$ cat config.mk
export PLATFORM = sky130hd
export DESIGN_NAME = sm_run_ctrl
export DESIGN_NICKNAME = d
export VERILOG_FILES = /design/src/rtl/sm_run_ctrl_pkg.sv /design/src/rtl/sm_tick_gen.sv /design/src/rtl/sm_run_ctrl.sv
export SDC_FILE = /design/constraint.sdc
export NUM_CORES = 1
export LEC_CHECK = 0
export CORE_ASPECT_RATIO = 0.6
export CORE_MARGIN = 3
export CORE_UTILIZATION = 32
export DETAILED_ROUTE_END_ITERATION = 12
export GPL_TIMING_DRIVEN = 0
export PLACE_DENSITY = 0.6
export SLEW_MARGIN = 20
export SYNTH_ARGS = -nofsm -noshare
export SYNTH_HDL_FRONTEND = slang
export SYNTH_SLANG_ARGS = --single-unit
$ cat constraint.sdc
create_clock -name clk -period 7.05 [get_ports clk]
set_input_delay 0.705 -clock clk [delete_from_list [all_inputs] [get_ports clk]]
set_output_delay 0.705 -clock clk [all_outputs]
set_load 0.01 [all_outputs]
$ cat src/rtl/sm_run_ctrl_pkg.sv
// Shared command codes and FSM state encoding for the debug run/step controller.
package sm_run_ctrl_pkg;

  localparam logic [1:0] CMD_HALT   = 2'd0;
  localparam logic [1:0] CMD_RUN    = 2'd1;
  localparam logic [1:0] CMD_STEP   = 2'd2;
  localparam logic [1:0] CMD_RUN_BP = 2'd3;

  typedef enum logic [1:0] {
    ST_HALTED = 2'd0,
    ST_RUN    = 2'd1,
    ST_STEP   = 2'd2,
    ST_RUN_BP = 2'd3
  } state_t;

endpackage

$ cat src/rtl/sm_tick_gen.sv
// Rate tick generator: tick asserts once every 2^devide clk cycles while running.
module sm_tick_gen #(
  parameter int CNT_WIDTH = 16
) (
  input  logic       clk,
  input  logic       rst_n,
  input  logic       clear,
  input  logic       hold,
  input  logic [3:0] devide,
  output logic       tick
);

  logic [CNT_WIDTH-1:0] tick_cnt;
  logic [CNT_WIDTH-1:0] limit;

  assign limit = (CNT_WIDTH'(1) << devide) - CNT_WIDTH'(1);
  // >= rather than == so lowering devide mid-period still fires promptly
  assign tick  = (tick_cnt >= limit);

  always_ff @(posedge clk or negedge rst_n) begin
    if (!rst_n) begin
      tick_cnt <= '0;
    end else if (clear || hold || tick) begin
      tick_cnt <= '0;
    end else begin
      tick_cnt <= tick_cnt + CNT_WIDTH'(1);
    end
  end

endmodule

$ cat src/rtl/sm_run_ctrl.sv
// Debug run/step controller: paces the CPU with a cpuEn pulse stream and
// stops on HALT, step-count exhaustion or a breakpoint address match.
module sm_run_ctrl
  import sm_run_ctrl_pkg::*;
#(
  parameter int CNT_WIDTH  = 16,
  parameter int ADDR_WIDTH = 32
) (
  input  logic                  clk,
  input  logic                  rst_n,
  // cmdValid is a strobe with no ready: every cycle it is high, the command
  // on cmdCode/cmdCount/bpAddr is taken at that clk edge, in any state.
  input  logic                  cmdValid,
  input  logic [1:0]            cmdCode,
  input  logic [CNT_WIDTH-1:0]  cmdCount,
  input  logic [ADDR_WIDTH-1:0] bpAddr,
  input  logic [3:0]            devide,
  input  logic [ADDR_WIDTH-1:0] pc,
  output logic                  cpuEn,
  output logic                  halted,
  output logic                  doneStrb,
  output logic                  bpHit,
  output logic [CNT_WIDTH-1:0]  execCnt,
  output state_t                dbg_state
);

  state_t               state, state_n;
  logic [CNT_WIDTH-1:0] remaining, remaining_n;
  logic [CNT_WIDTH-1:0] exec_n;
  logic                 bp_hit_n, done_n;
  logic                 active, tick, bp_stop;

  sm_tick_gen #(.CNT_WIDTH(CNT_WIDTH)) u_tick_gen (
    .clk    (clk),
    .rst_n  (rst_n),
    .clear  (cmdValid),
    .hold   (state == ST_HALTED),
    .devide (devide),
    .tick   (tick)
  );

  assign active    = (state != ST_HALTED);
  // execCnt != 0 lets a run that starts on the breakpoint step through it once
  assign bp_stop   = (state == ST_RUN_BP) && (pc == bpAddr) && (execCnt != '0);
  assign cpuEn     = active && tick && !bp_stop;
  assign halted    = (state == ST_HALTED);
  assign dbg_state = state;

  always_ff @(posedge clk or negedge rst_n) begin
    if (!rst_n) begin
      state     <= ST_HALTED;
      remaining <= '0;
      execCnt   <= '0;
      bpHit     <= 1'b0;
      doneStrb  <= 1'b0;
    end else begin
      state     <= state_n;
      remaining <= remaining_n;
      execCnt   <= exec_n;
      bpHit     <= bp_hit_n;
      doneStrb  <= done_n;
    end
  end

  always_comb begin
    state_n     = state;
    remaining_n = remaining;
    exec_n      = execCnt;
    bp_hit_n    = bpHit;
    done_n      = 1'b0;
    if (cpuEn && (execCnt != '1)) exec_n = execCnt + CNT_WIDTH'(1);

    if (cmdValid) begin
      // A command overrides any internal termination in the same cycle
      exec_n   = '0;
      bp_hit_n = 1'b0;
      case (cmdCode)
        CMD_HALT: begin
          state_n = ST_HALTED;
          done_n  = active;
        end
        CMD_RUN:  state_n = ST_RUN;
        CMD_STEP: begin
          remaining_n = cmdCount;
          if (cmdCount == '0) begin
            state_n = ST_HALTED;
            done_n  = 1'b1;
          end else begin
            state_n = ST_STEP;
          end
        end
        default:  state_n = ST_RUN_BP;
      endcase
    end else begin
      case (state)
        ST_STEP: begin
          if (cpuEn) begin
            remaining_n = remaining - CNT_WIDTH'(1);
            if (remaining == CNT_WIDTH'(1)) begin
              state_n = ST_HALTED;
              done_n  = 1'b1;
            end
          end
        end
        ST_RUN_BP: begin
          if (bp_stop) begin
            state_n  = ST_HALTED;
            bp_hit_n = 1'b1;
            done_n   = 1'b1;
          end
        end
        default: ;
      endcase
    end
  end

endmodule
**Word level (Yosys, flattened, before mapping)**

Index checks and enable logic that the tools add are counted.

- Flip-flop bits (word level): 52
- Bits in latches: 0
- RAM bits: 0
- Output and inout port bits: 22
- Memories kept: 0
- Memory bits (read-only): 0
- Input port bits: 89

- $lt $le $gt $ge: 1
- Multipliers: 0
- Div/mod/pow operators: 0
- $add $sub $neg: 4
- Mux-type cells: 24
- Shifts and indexed selects: 1
- Bitwise operators: 0
- Reductions and logical operators: 22
- Equal/unequal tests: 11

Operators with widths:

| cell | count |
|---|---|
| $mux 16 | 7 |
| $add 16x1->16 const B | 2 |
| $eq 32x32->1 | 1 |
| $eq 16x1->1 const B | 1 |
| $ge 16x16->1 | 1 |
| $logic_not 16->1 | 1 |
| $ne 16x16->1 const B | 1 |
| $reduce_bool 16->1 | 1 |
| $shl 1x4->16 const A | 1 |
| $sub 16x1->16 const B | 1 |
| $sub 16x2->16 const B | 1 |
| $reduce_bool 2->1 | 6 |
| $mux 2 | 5 |
| $ne 3x3->1 const B | 3 |
| $mux 1 | 8 |
| $eq 2x2->1 const B | 3 |
| $pmux 2 s3 | 1 |
| $logic_and 1x1->1 | 5 |
| $logic_not 2->1 | 2 |
| $pmux 1 s2 | 2 |
| $pmux 2 s2 | 1 |
| $reduce_and 4->1 | 1 |
| $reduce_and 3->1 | 1 |
| $reduce_bool 3->1 | 1 |
| 5 further kinds | 6 |

**Longest topological paths before layout**

Gate-level depths: netlist of run 1.

- Depth after elaboration: 8
- Gate-level depth with buffers: 17
- Depth with buffers taken out: 15

**Modules after synthesis**

Synthesis of run 1 repeated with hierarchy kept, for this count alone.

- Cells, all modules: 462
- Area total of the unflattened synthesis: 4047.6 µm²

Modules (own cells, without submodules):

| module | area an instance (µm²) | instances | cells each |
|---|---|---|---|
| sm_run_ctrl | 2667.6 | 1 | 310 |
| sm_tick_gen | 1380.1 | 1 | 152 |

**Least setup slack after synthesis of run 1**

No wires, ideal clock.

- Kind: input to output
- From: input devide[3]
- To: output cpuEn
- Cell stages on the path: 15
- Arrival: 3.371 ns
- Path slack: 2.974 ns
- Buffers on the path: 2
- Data required time: 6.345 ns
- Cells stage by stage: nor3_1 nand2b_1 ha_1 or2_2 o21ai_0 a32oi_1 ha_1 a21o_1 a221o_1 a2bb2oi_1 and2_0 clkbuf_1 or2_1 buf_4 inv_1

- Word-level cells in the longest chain between the ends: 5

RTL lines:

| element | line | RTL |
|---|---|---|
| from (decl) | sm_run_ctrl.sv:17 | `input logic [3:0] devide,` |
| $shl 1x4->16 | sm_tick_gen.sv:16 | `assign limit = (CNT_WIDTH'(1) << devide) - CNT_WIDTH'(1);` |
| $sub 16x2->16 | sm_tick_gen.sv:16 |  |
| $ge 16x16->1 | sm_tick_gen.sv:18 | `assign tick = (tick_cnt >= limit);` |
| $logic_and 1x1->1 (2 in a row) | sm_run_ctrl.sv:45 | `assign cpuEn = active && tick && !bp_stop;` |
| to (decl) | sm_run_ctrl.sv:19 | `output logic cpuEn,` |

No other way between the ends.

**Final worst setup path of run 1**

Ends and elaborated chain as after synthesis.

==> results.md, run 1 <==
- The run finished with clean final reports.
- Cells fill 46.34% of the core in the end.
- The top cell type by area accounts for 32.57% of the synthesized area.
- The total of max-cap violations is 0.
- After synthesis, the mean cell area works out to 8.446 um^2.
- In this run the critical register-to-register path is captured at remaining[13]$_DFFE_PN0P_.
- Buffers added to address setup during post-CTS repair amount to 0.
- The final-report setup violation count is 0.
- The cell depth of the worst flop-to-flop path is 10.
- The pin count of the biggest net entering global routing is 53.
- The placeable core region is 11750 um^2.
- The global-route wire length before repair is 20540 um.
- The analysis attributes to net switching a power of 216.0 uW.
- The fmax is 176.4 MHz.
- TritonCTS built the clock tree.
- In this run the remaining antenna-violating nets after routing total 0.
- The count of warnings emitted by yosys is 0.
- The minimum setup slack among reg-to-reg paths is 3560 ps.
- The setup path with the least slack is of type input port to primary output.
- The count of instances resized after the clock tree is built is 0.
- The register bit count reported by yosys is 52.
- In the global route stage, overall resource usage came out at 18.45%.
- The number of nets in the final layout is 701.
- The post-cts hold buffer count is 0.
- The internal power summed over all cells is 535.2 uW.
- The signal on the critical path passes through clkdlybuf4s50_1 > nor3_1 > nand2b_1 > ha_1 > or2_2 > o21ai_0 > a32oi_1 > ha_1 > a21o_1 > a221o_1 > a2bb2oi_1 > and2_0 > clkbuf_1 > or2_1 > buf_4 > inv_1 > clkdlybuf4s50_1.
- The proportion of total power due to net switching is 28.75%.
- The sequential share of the synthesized area is 32.57%.
- Dividing the final minimum period by the clock period gives 80.43%.
- The completed layout was analyzed and its total power is 751.2 uW.
- The floorplan has 30 rows.
- The biggest cell delay along the critical path is 470 ps.
- The number of antenna violations at the first check in global routing is 0.
- The power per unit of standard cell area is 138.0 nW/um^2.
- Setup slack on the critical path of the routed design comes to 1380 ps.
- The maximum vdd drop is 91.03 uV.
- The standard cell with the maximum stage delay on the critical path is sky130_fd_sc_hd__clkdlybuf4s50_1.
- The share of cells above drive strength 1 is 4.907%.
- After detailed routing, the average wire length per cell comes to 17.53 um.
- The final number of max-transition violations is 0.
- Across all layers, the routed design uses 4132 vias.
- The kind of cell with the highest combined delay along the critical path is buffers and inverters.
- The relative slew slack is 43.59%.
- The detailed-routing iteration count for the pre-antenna-repair pass is 5.
- The root buffer cell chosen for the clock tree is sky130_fd_sc_hd__clkbuf_16.
- The total overflow left after global routing is 0.
- The most frequently used flop master after synthesis is sky130_fd_sc_hd__dfrtp_1.
- The clock insertion delay at the later pin of the skew report is 290 ps.
- The buffers plus inverters on the worst setup path is 5.
- The via count of the first global-routing pass was 3970.
- The capturing element type of the critical path is a primary output.
- The routed design could run at a clock period as short as 5670 ps.
- The distinct cell type count after synthesis is 60.
- The post-synthesis async set-or-reset flop share is 100.0%.
- Counting the fill cells in the layout gives 1127.
- The full die area is 13910 um^2.
- 111 I/O pins were placed.
- Timing analysis after detailed placement gives a worst setup slack of 1459 ps.
- The H-tree generated during clock tree synthesis spans 2 levels.
- Buffers inserted during clock tree synthesis total 5.
- In this run the tool buffered the top-level ports with 110 buffer cells.
- The final wirelength is 13170 um.
- The floorplan step set the die height to 92.55 um.
- The horizontal die dimension is 150.3 um.
- Using the TritonRoute via totals, the vias-per-cell ratio works out to 5.502.
- The net count of the mapped netlist is 584.
- The repair_antennas step left the layout with diodes totalling 0.
- Counting along the longest clock path gives a buffer depth of 2.
- Once the floorplan was initialized, standard cells occupied 34.00% of the core.
- STA classifies the critical path startpoint as an input port.
- Clock-pin slew was measured on the worst setup and hold paths at 70 ps.
- The data arrival time of the critical path is 4970 ps.
- For the pin with the worst max-slew slack, the measured transition is 841.1 ps.
- After the first detailed-routing iteration, the DRC count stood at 262.
- The largest fanout on the critical path is 6.
- The sequential share of power is 44.6%.
- The biggest area consumer among synthesized cells is sky130_fd_sc_hd__dfrtp_1.
- Summing every instance area after synthesis gives 3995 um^2.
- The area growth from synthesis to layout is 36.27%.
- In the final timing run, aggregate negative setup slack is 0 ps.
- The final count of hold timing violations is 0.
- In the routed design, unresolved DRC markers number 0.
- The data required time of the critical path is 6340 ps.
- The number of flops mapped to enable cells by yosys is 0.
- The static leakage power is 0.002177 uW.
- The clock network accounts for 31.9% of the total power.
- The placed wire-length estimate is 10500 um.
- The combinational power share is 23.5%.
- The type of the most critical hold path is input port to asynchronous set/reset pin.
- The worst-case clock skew is 9.526 ps.
- The global placer's final weighted congestion is 0.8847.
- Ranked by total cell area, the synthesized netlist is headed by sky130_fd_sc_hd__dfrtp_1 (33%), sky130_fd_sc_hd__xor2_1 (7.9%), sky130_fd_sc_hd__ha_1 (6.9%).
- Setup repair after global routing left no endpoint under its margin.
- The number of instances in the synthesized netlist is 473.
- The launch instance of the worst register-to-register path is u_tick_gen.tick_cnt[6]$_DFF_PN0_.
- For this design, the sink count on the clock tree is 52.
==> how the worst max path moves through the flow <==
stage               slack [ps]  endpoint  cells past startpoint  startpoint
floorplan                 2970     cpuEn                     15   devide[3]
finish                    1380     cpuEn                     17   devide[3]
global placement          1510     cpuEn                     17   devide[3]
global route              1150     cpuEn                     17   devide[3]
CTS                       1430     cpuEn                     17   devide[3]
detailed placement        1460     cpuEn                     17   devide[3]
==> layer usage <==
layer / GRT usage, % / wire (um) / vias to the layer above
li1: - / - / 1965
met1: 27.24 / 6217 / 1945
met2: 25.87 / 5177 / 210
met3: 6.259 / 1619 / 12
met4: 3.729 / 149 / 0
met5: 0 / 0 / -
==> power groups by stage <==
stage / Sequential [uW] / Combinational, uW / Clock (uW)
finish: 335 / 176 / 240
global route: 337 / 195 / 261
CTS: 333 / 176 / 248
detailed placement: 339 / 174 / 0
global placement: 338 / 171 / 0
floorplan: 334 / 81.9 / 0
==> placed cells by master (no fill, tap or decap), types with 11 or more instances in the layout <==
cell	netlist	routed
sky130_fd_sc_hd__a21oi_1	18	18
sky130_fd_sc_hd__and3_1	11	11
sky130_fd_sc_hd__clkbuf_1	15	15
sky130_fd_sc_hd__clkdlybuf4s50_1	0	109
sky130_fd_sc_hd__dfrtp_1	52	52
sky130_fd_sc_hd__ha_1	22	22
sky130_fd_sc_hd__inv_1	18	18
sky130_fd_sc_hd__nand2_1	35	35
sky130_fd_sc_hd__nand3_1	22	22
sky130_fd_sc_hd__nand4_1	17	17
sky130_fd_sc_hd__nor2_1	55	55
sky130_fd_sc_hd__nor2b_1	14	14
sky130_fd_sc_hd__nor3_1	16	16
sky130_fd_sc_hd__nor4_1	20	20
sky130_fd_sc_hd__o21ai_0	15	15
sky130_fd_sc_hd__xnor2_1	13	13
sky130_fd_sc_hd__xor2_1	36	36
==> worst reg2reg max path: cells and delay by family, from the launching register on <==
family	cells	cell delay, ps
buffers and inverters	2	920
flip-flops	1	440
adder cells (fa/ha/maj)	1	330
AO/OA/AOI/OAI	3	1040
AND/OR/NAND/NOR	4	670
==> cells by family after synthesis <==
kind of cell,after synthesis,share of synthesized area [%]
XOR/XNOR,49,10.74
AO/OA/AOI/OAI,83,15.03
adder cells (fa/ha/maj),22,6.890
flip-flops,52,32.57
buffers and inverters,35,3.382
other,1,0.09387
multiplexers,6,1.691
AND/OR/NAND/NOR,225,29.60
==> stage by stage <==
step,std cells,cell area (um^2),hold slack (ps)
2_1_floorplan,473,3995,409.4
3_3_place_gp,743,5296,481.1
5_1_grt,751,5444,499.8
4_1_cts,751,5438,486.4
3_5_place_dp,743,5294,494.1
6_report,751,5444,440.5
==> area by class of cell <==
cell class	instances	area, um^2	area share, %
clock buffer	5	125.1	2.298
timing repair buffer	110	1099	20.18
sequential	52	1301	23.90
buffer	16	63.81	1.172
clock inverter	3	18.77	0.3447
multi-input combinational	386	2565	47.12
tap	160	200.2	3.677
inverter	19	71.32	1.310
==> registers in the layout, summed over array words and instances, names as in the netlist <==
name / flops
u_tick_gen.tick_cnt: 16
doneStrb: 1
remaining: 16
execCnt: 16
bpHit: 1
dbg_state: 2
==> synthesized netlist by cell type, types with 4 or more instances <==
| cell | instances |
|---|---|
| sky130_fd_sc_hd__xor2_1 | 36 |
| sky130_fd_sc_hd__nor2b_1 | 14 |
| sky130_fd_sc_hd__nor3_1 | 16 |
| sky130_fd_sc_hd__o31ai_1 | 5 |
| sky130_fd_sc_hd__nor4_1 | 20 |
| sky130_fd_sc_hd__nand4_1 | 17 |
| sky130_fd_sc_hd__dfrtp_1 | 52 |
| sky130_fd_sc_hd__nor4b_1 | 5 |
| sky130_fd_sc_hd__o21a_1 | 5 |
| sky130_fd_sc_hd__nand2_1 | 35 |
| sky130_fd_sc_hd__a21oi_1 | 18 |
| sky130_fd_sc_hd__nand3_1 | 22 |
| sky130_fd_sc_hd__and3_1 | 11 |
| sky130_fd_sc_hd__xnor2_1 | 13 |
| sky130_fd_sc_hd__inv_1 | 18 |
| sky130_fd_sc_hd__a211oi_1 | 4 |
| sky130_fd_sc_hd__or2_2 | 4 |
| sky130_fd_sc_hd__ha_1 | 22 |
| sky130_fd_sc_hd__clkbuf_1 | 15 |
| sky130_fd_sc_hd__nand2b_1 | 5 |
| sky130_fd_sc_hd__nor2_1 | 55 |
| sky130_fd_sc_hd__or4_1 | 5 |
| sky130_fd_sc_hd__o21ai_0 | 15 |
| sky130_fd_sc_hd__o211ai_1 | 4 |
Note: power is estimated with default switching activity, not from simulation.
==> inputs of run 2 (changes only) <==
- PLACE_DENSITY: 0.6 -> 0.62
- clock period: 7.05 -> 5 ns (I/O delays scaled with it)
==> results.md, run 2 (same netlist as run 1, synthesis figures left out) <==
- In this run the power density over the cells is 196.0 nW/um^2.
- The number of filler instances in the final layout is 1120.
- The final route contains 4049 vias.
- Cells with a size suffix above 1 make up 5.753% of the layout.
- The static leakage power is 0.002185 uW.
- The sink count of the clock tree is 52.
- Setup violations remaining at the end of the flow were counted as 0.
- The type of origin of the critical path is an input port.
- The number of antenna diodes in the final layout is 0.
- Total power for the finished layout comes to 1075 uW.
- For this configuration, the core starts out at a cell density of 34.00%.
- The slew at the pin with the worst max-slew slack is 864.1 ps.
- The largest registers in the layout are execCnt x16, remaining x16, u_tick_gen.tick_cnt x16.
- Using the TritonRoute via totals, the vias-per-cell ratio works out to 5.391.
- The global placer's final weighted congestion is 0.8625.
- The placeable core region is 11750 um^2.
- The capturing element type of the critical path is a primary output.
- The clock transition at the registers of the reported paths is 70 ps.
- The pin count of the biggest net entering global routing is 53.
- The area growth from synthesis to layout is 37.27%.
- The number of antenna-violating nets in the routed design is 0.
- The die is 150.3 um wide.
- TritonCTS built the clock tree.
- The worst-case clock skew is 6.806 ps.
- For this design, the CTS-stage hold fixing added 0 buffers.
- Leaving out fill and tap cells, the most frequent cells in the layout are sky130_fd_sc_hd__clkdlybuf4s50_1 (109), sky130_fd_sc_hd__nor2_1 (55), sky130_fd_sc_hd__dfrtp_1 (52), sky130_fd_sc_hd__xor2_1 (36), sky130_fd_sc_hd__nand2_1 (35).
- The maximum vdd drop is 137.3 uV.
- The flip-flop and latch area is 1301 um^2.
- The run finished with clean final reports.
- The maximum number of buffers from clock root to sink is 2.
- For this block, the routed nets add up to 12990 um of wire.
- After detailed placement, the total cell area comes to 5300 um^2.
- In this run the vertical extent of the chip is 92.55 um.
- After detailed routing, the number of remaining DRC violations is 0.
- The final count of hold timing violations is 0.
- The final worst-path cycle share is 98.07%.
- Headroom to the max-slew limit came out at 42.04%.
- In this run the number of H-tree levels came out at 2.
- Once layout is done, the placed cells without fillers occupy 5484 um^2.
- The first routing iteration left 281 violations.
- The HPWL after detailed placement is 10420 um.
- The commonest non-fill, non-tap cell in the layout is sky130_fd_sc_hd__clkdlybuf4s50_1.
- The detailed-routing iteration count for the pre-antenna-repair pass is 4.
- Along the worst path, the maximum fanout reaches 6.
- The via count of the first global-routing pass is 3876.
- The fmax is 203.9 MHz.
- The multi-input combinational cells in the finished layout cover a total of 2601 um^2.
- The clock tree root buffer cell is sky130_fd_sc_hd__clkbuf_16.
- The total of max-cap violations is 0.
- Setup repair after global routing could not meet its margin everywhere.
- The time the worst path needs with I/O delays and setup is 4904 ps.
- The number of CTS-inserted buffers is 5.
- STA puts the critical path data required time at 4500 ps.
- The type of the most critical hold path is input port to asynchronous set/reset pin.
- After detailed routing, the average wire length per cell comes to 17.30 um.
- Clock latency on the worst-skew pair, taken at its later pin, is 290 ps.
- The data arrival time of the critical path is 4400 ps.
- The number of antenna violations at the first check in global routing came to 0.
- The post-CTS setup repair buffer count is 0.
- The overall track demand over capacity in global routing is 18.52%.
- The full die area is 13910 um^2.
- Buffers placed on the I/O ports in this run total 110.
- Pin placement for this block handled 111 I/O pins.
- The overall overflow remaining after global route is 0.
- The number of nets in the final layout is 701.
- The floorplan has 30 rows.
- The final number of max-transition violations is 0.
- The class of the most critical setup path is input port to primary output.
- The global-route wire length before repair is 20520 um.
run 2: path summary, 6_finish.rpt:
kind                                                         from                                end  slack (ps)  depth (start not counted)
worst max-delay path                                    devide[3]                              cpuEn         100                         17
worst min-delay path                                        rst_n           remaining[3]$_DFFE_PN0P_         230                          1
worst max register to register  u_tick_gen.tick_cnt[13]$_DFF_PN0_          remaining[15]$_DFFE_PN0P_        1570                          9
worst min register to register   u_tick_gen.tick_cnt[0]$_DFF_PN0_   u_tick_gen.tick_cnt[0]$_DFF_PN0_         520                          1
max in group asynchronous                                   rst_n  u_tick_gen.tick_cnt[14]$_DFF_PN0_        4300                          1
min in group clk                 u_tick_gen.tick_cnt[0]$_DFF_PN0_   u_tick_gen.tick_cnt[0]$_DFF_PN0_         520                          1
run 2: critical path, stage by stage:
cell	delay [ps]
sky130_fd_sc_hd__clkdlybuf4s50_1	480
sky130_fd_sc_hd__nor3_2	230
sky130_fd_sc_hd__nand2b_1	110
sky130_fd_sc_hd__ha_2	230
sky130_fd_sc_hd__or2_2	300
sky130_fd_sc_hd__o21ai_0	190
sky130_fd_sc_hd__a32oi_1	140
sky130_fd_sc_hd__ha_1	320
sky130_fd_sc_hd__a21o_1	160
sky130_fd_sc_hd__a221o_1	390
sky130_fd_sc_hd__a2bb2oi_2	230
sky130_fd_sc_hd__and2_0	150
sky130_fd_sc_hd__clkbuf_2	180
sky130_fd_sc_hd__or2_1	120
sky130_fd_sc_hd__buf_4	130
sky130_fd_sc_hd__inv_1	60
sky130_fd_sc_hd__clkdlybuf4s50_1	470
run 2: timing repair:
action / 4_1_cts / 5_1_grt
setup endpoints to repair: 1 / 11
gates resized for setup: 6 / 2
pin swaps: 1 / 1
run 2: cell type report:
class	count	share of cell area (%)
clock buffers	8	2.669
repair buffers	110	20.03
plain buffers	16	1.186
multi-input cells	386	47.43
flip-flops and latches	52	23.73
inverters	19	1.300
well taps	160	3.650
run 2: per-stage QoR:
| stage | std cells | util (%) | worst slack (ps) | TNS, ps | hold WS, ps |
|---|---|---|---|---|---|
| floorplan | 473 | - | 1139 | 0 | 204.4 |
| global placement | 743 | 45.08 | -257.0 | -2058 | 491.8 |
| detailed placement | 743 | 45.11 | -251.8 | -2029 | 499.9 |
| CTS | 751 | 46.60 | 51.59 | 0 | 268.6 |
| global route | 751 | 46.68 | -121.7 | -744.9 | 285.1 |
| finish | 751 | 46.68 | 96.39 | 0 | 230.6 |
run 2: routing by layer:
metal | global-route usage, % | vias up | routed length [um]
met1 | 28.15 | 1917 | 6409
li1 | - | 1966 | -
met5 | 0 | - | 0
met4 | 4.262 | 0 | 123
met2 | 26.24 | 158 | 5234
met3 | 4.352 | 8 | 1225
run 2: power breakdown:
part	total, uW	internal [uW]	switching [uW]
Combinational	251	128	123
Clock	352	200	152
Sequential	472	443	28.9
Total	1070	771	304
==> inputs of run 3 (changes only) <==
- SETUP_SLACK_MARGIN: unset -> 0.2
==> results.md, run 3 (same netlist as run 1, synthesis figures left out) <==
- The later pin in the worst-skew pair is clocked with a latency of 300 ps.
- Entering global routing, the biggest net connects 53 pins.
- Using the TritonRoute via totals, the vias-per-cell ratio works out to 5.362.
- STA classifies the critical path startpoint as an input port.
- The die is 150.3 um wide.
- Clock-pin slew was measured on the worst setup and hold paths at 70 ps.
- For this configuration, the core starts out at a cell density of 34.00%.
- The class of the most critical setup path is input port to primary output.
- The global-route wire length before repair is 20500 um.
- Routability-driven placement finished with a final weighted congestion of 0.8625.
- In this run the worst hold path is classified as input port to asynchronous set/reset pin.
- The number of antenna violations at the first check in global routing was 0.
- The data arrival time of the critical path is 4120 ps.
- Walking the worst path, the cells encountered are clkdlybuf4s50_1 > nand2b_1 > ha_2 > nor4b_1 > nor2_1 > ha_1 > nand4_1 > nor3_4 > buf_4 > a2bb2oi_4 > and2_0 > clkbuf_4 > or2_1 > buf_4 > inv_1 > dlygate4sd2_1.
- The power per unit of standard cell area is 194.9 nW/um^2.
- The H-tree generated during clock tree synthesis spans 2 levels.
- The final number of max-transition violations is 0.
- After routing the design area is 5530 um^2.
- The die is 92.55 um tall.
- The antenna diode instance count is 0.
- Measured against its own limit, the worst slew margin works out to 50.23%.
- The tool flagged a number of max-cap violations equal to 0.
- The number of filler instances in the final layout is 1118.
- The number of antenna-violating nets in the routed design is 0.
- The number of buffers added on ports is 110.
- Setup repair after global routing left no endpoint under its margin.
- The static leakage power is 0.002231 uW.
- The final worst-path cycle share is 92.31%.
- The placed standard-cell area is 5300 um^2.
- Compared with the post-synthesis result, the final layout area differs by 38.43%.
- Setup violations remaining at the end of the flow were counted as 0.
- The number of cells in the design after placement is 743.
- The capturing element type of the critical path is a primary output.
- The clock tree from TritonCTS is built.
- The via count of the first global-routing pass is 3871.
- Hold repair after CTS inserted 0 buffers.
- The final route contains 4043 vias.
- Grouping stages by cell kind, the critical path spends the most delay in simple AND/OR/NAND/NOR gates.
- After layout, the minimum clock period comes to 4615 ps.
- The largest fanout on the critical path is 8.
- The top cell types in the final layout, fill and taps aside, are sky130_fd_sc_hd__clkdlybuf4s50_1 (106), sky130_fd_sc_hd__nor2_1 (55), sky130_fd_sc_hd__dfrtp_1 (52), sky130_fd_sc_hd__xor2_1 (36), sky130_fd_sc_hd__nand2_1 (35).
- 111 I/O pins were placed.
- The commonest non-fill, non-tap cell in the layout is sky130_fd_sc_hd__clkdlybuf4s50_1.
- The die covers 13910 um^2.
- For this design, the sink count on the clock tree is 52.
- The fmax is 216.7 MHz.
- The final cell count without fillers is 754.
- For this design, the slowest cell found on the critical path is sky130_fd_sc_hd__clkdlybuf4s50_1.
- Between clock sinks in the finished design, the worst skew comes to 8.397 ps.
- In the final layout, the registers with the most flip-flops are execCnt x16, remaining x16, u_tick_gen.tick_cnt x16.
- The iteration-0 DRC count of the detailed router is 277.
- At the pin with the least slew margin, the transition time is 739.7 ps.
- The routed design has 13080 um of wire.
- The floorplan has 30 rows.
- The biggest cell delay along the critical path is 620 ps.
- The number of nets in the final layout is 704.
- The final count of hold timing violations was 0.
- The number of design rule violations left after detail routing is 0.
- The clock passes through at most 2 buffers.
- After global routing the overflow that remains totals 0.
- The buffers plus inverters on the worst setup path is 6.
- The data required time of the critical path is 4500 ps.
- The minimum setup slack among reg-to-reg paths is 1740 ps.
- Global routing consumed, over all layers together, 18.52% of the routing resources.
- The detailed-routing iteration count for the pre-antenna-repair pass is 4.
- The wire length per cell is 17.34 um.
- The most used cell along the critical path is sky130_fd_sc_hd__buf_4.
- The number of CTS-inserted buffers is 5.
- The maximum vdd drop is 137.8 uV.
- The share of cells above drive strength 1 is 6.566%.
- The clock tree root buffer cell is sky130_fd_sc_hd__clkbuf_16.
- The placed wire-length estimate is 10420 um.
- The region available for standard cell placement spans 11750 um^2.
- The run finished with clean final reports.
## run 3: layout make-up
class	count	area (um^2)	share of cell area, %
buffer	16	68.82	1.244
clock buffer	8	146.4	2.647
inverter	19	71.32	1.290
multi-input combinational	386	2618	47.33
sequential	52	1301	23.53
tap	160	200.2	3.620
timing repair buffer	113	1125	20.34
## run 3: power breakdown
part	switching (uW)	internal, uW
Combinational	124	128
Clock	154	200
Sequential	28.5	443
Total	306	772
## run 3: worst paths after layout
kind	from	endpoint	depth (start not counted)
worst max-delay path	devide[0]	cpuEn	16
worst min-delay path	rst_n	remaining[3]$_DFFE_PN0P_	1
worst max register to register	u_tick_gen.tick_cnt[13]$_DFF_PN0_	remaining[7]$_DFFE_PN0P_	11
worst min register to register	u_tick_gen.tick_cnt[0]$_DFF_PN0_	u_tick_gen.tick_cnt[0]$_DFF_PN0_	1
max in group asynchronous	rst_n	u_tick_gen.tick_cnt[14]$_DFF_PN0_	1
min in group clk	u_tick_gen.tick_cnt[0]$_DFF_PN0_	u_tick_gen.tick_cnt[0]$_DFF_PN0_	1
## run 3: per-layer routing
layer,vias up,share of wire (%),global-route usage (%)
li1,1972,-,-
met5,-,0,0
met3,8,9.2,4.352
met4,0,0.94,4.262
met2,163,40,26.21
met1,1900,49,28.16
## run 3: per-stage QoR
stage	setup TNS (ps)	utilization (%)	setup WS [ps]	power, uW	hold WS [ps]
global placement	-2058	45.08	-257.0	717.9	491.8
finish	0	47.07	384.7	1078	228.7
global route	0	47.07	161.6	1132	285.1
CTS	0	46.67	281.0	1082	268.6
floorplan	0	-	1139	586.7	204.4
detailed placement	-2029	45.11	-251.8	724.0	499.9
## run 3: timing repair
action,in CTS,in global routing
buffers inserted,0,3
pin swaps,2,4
endpoints found under the setup margin,11,11
resized for setup,9,9
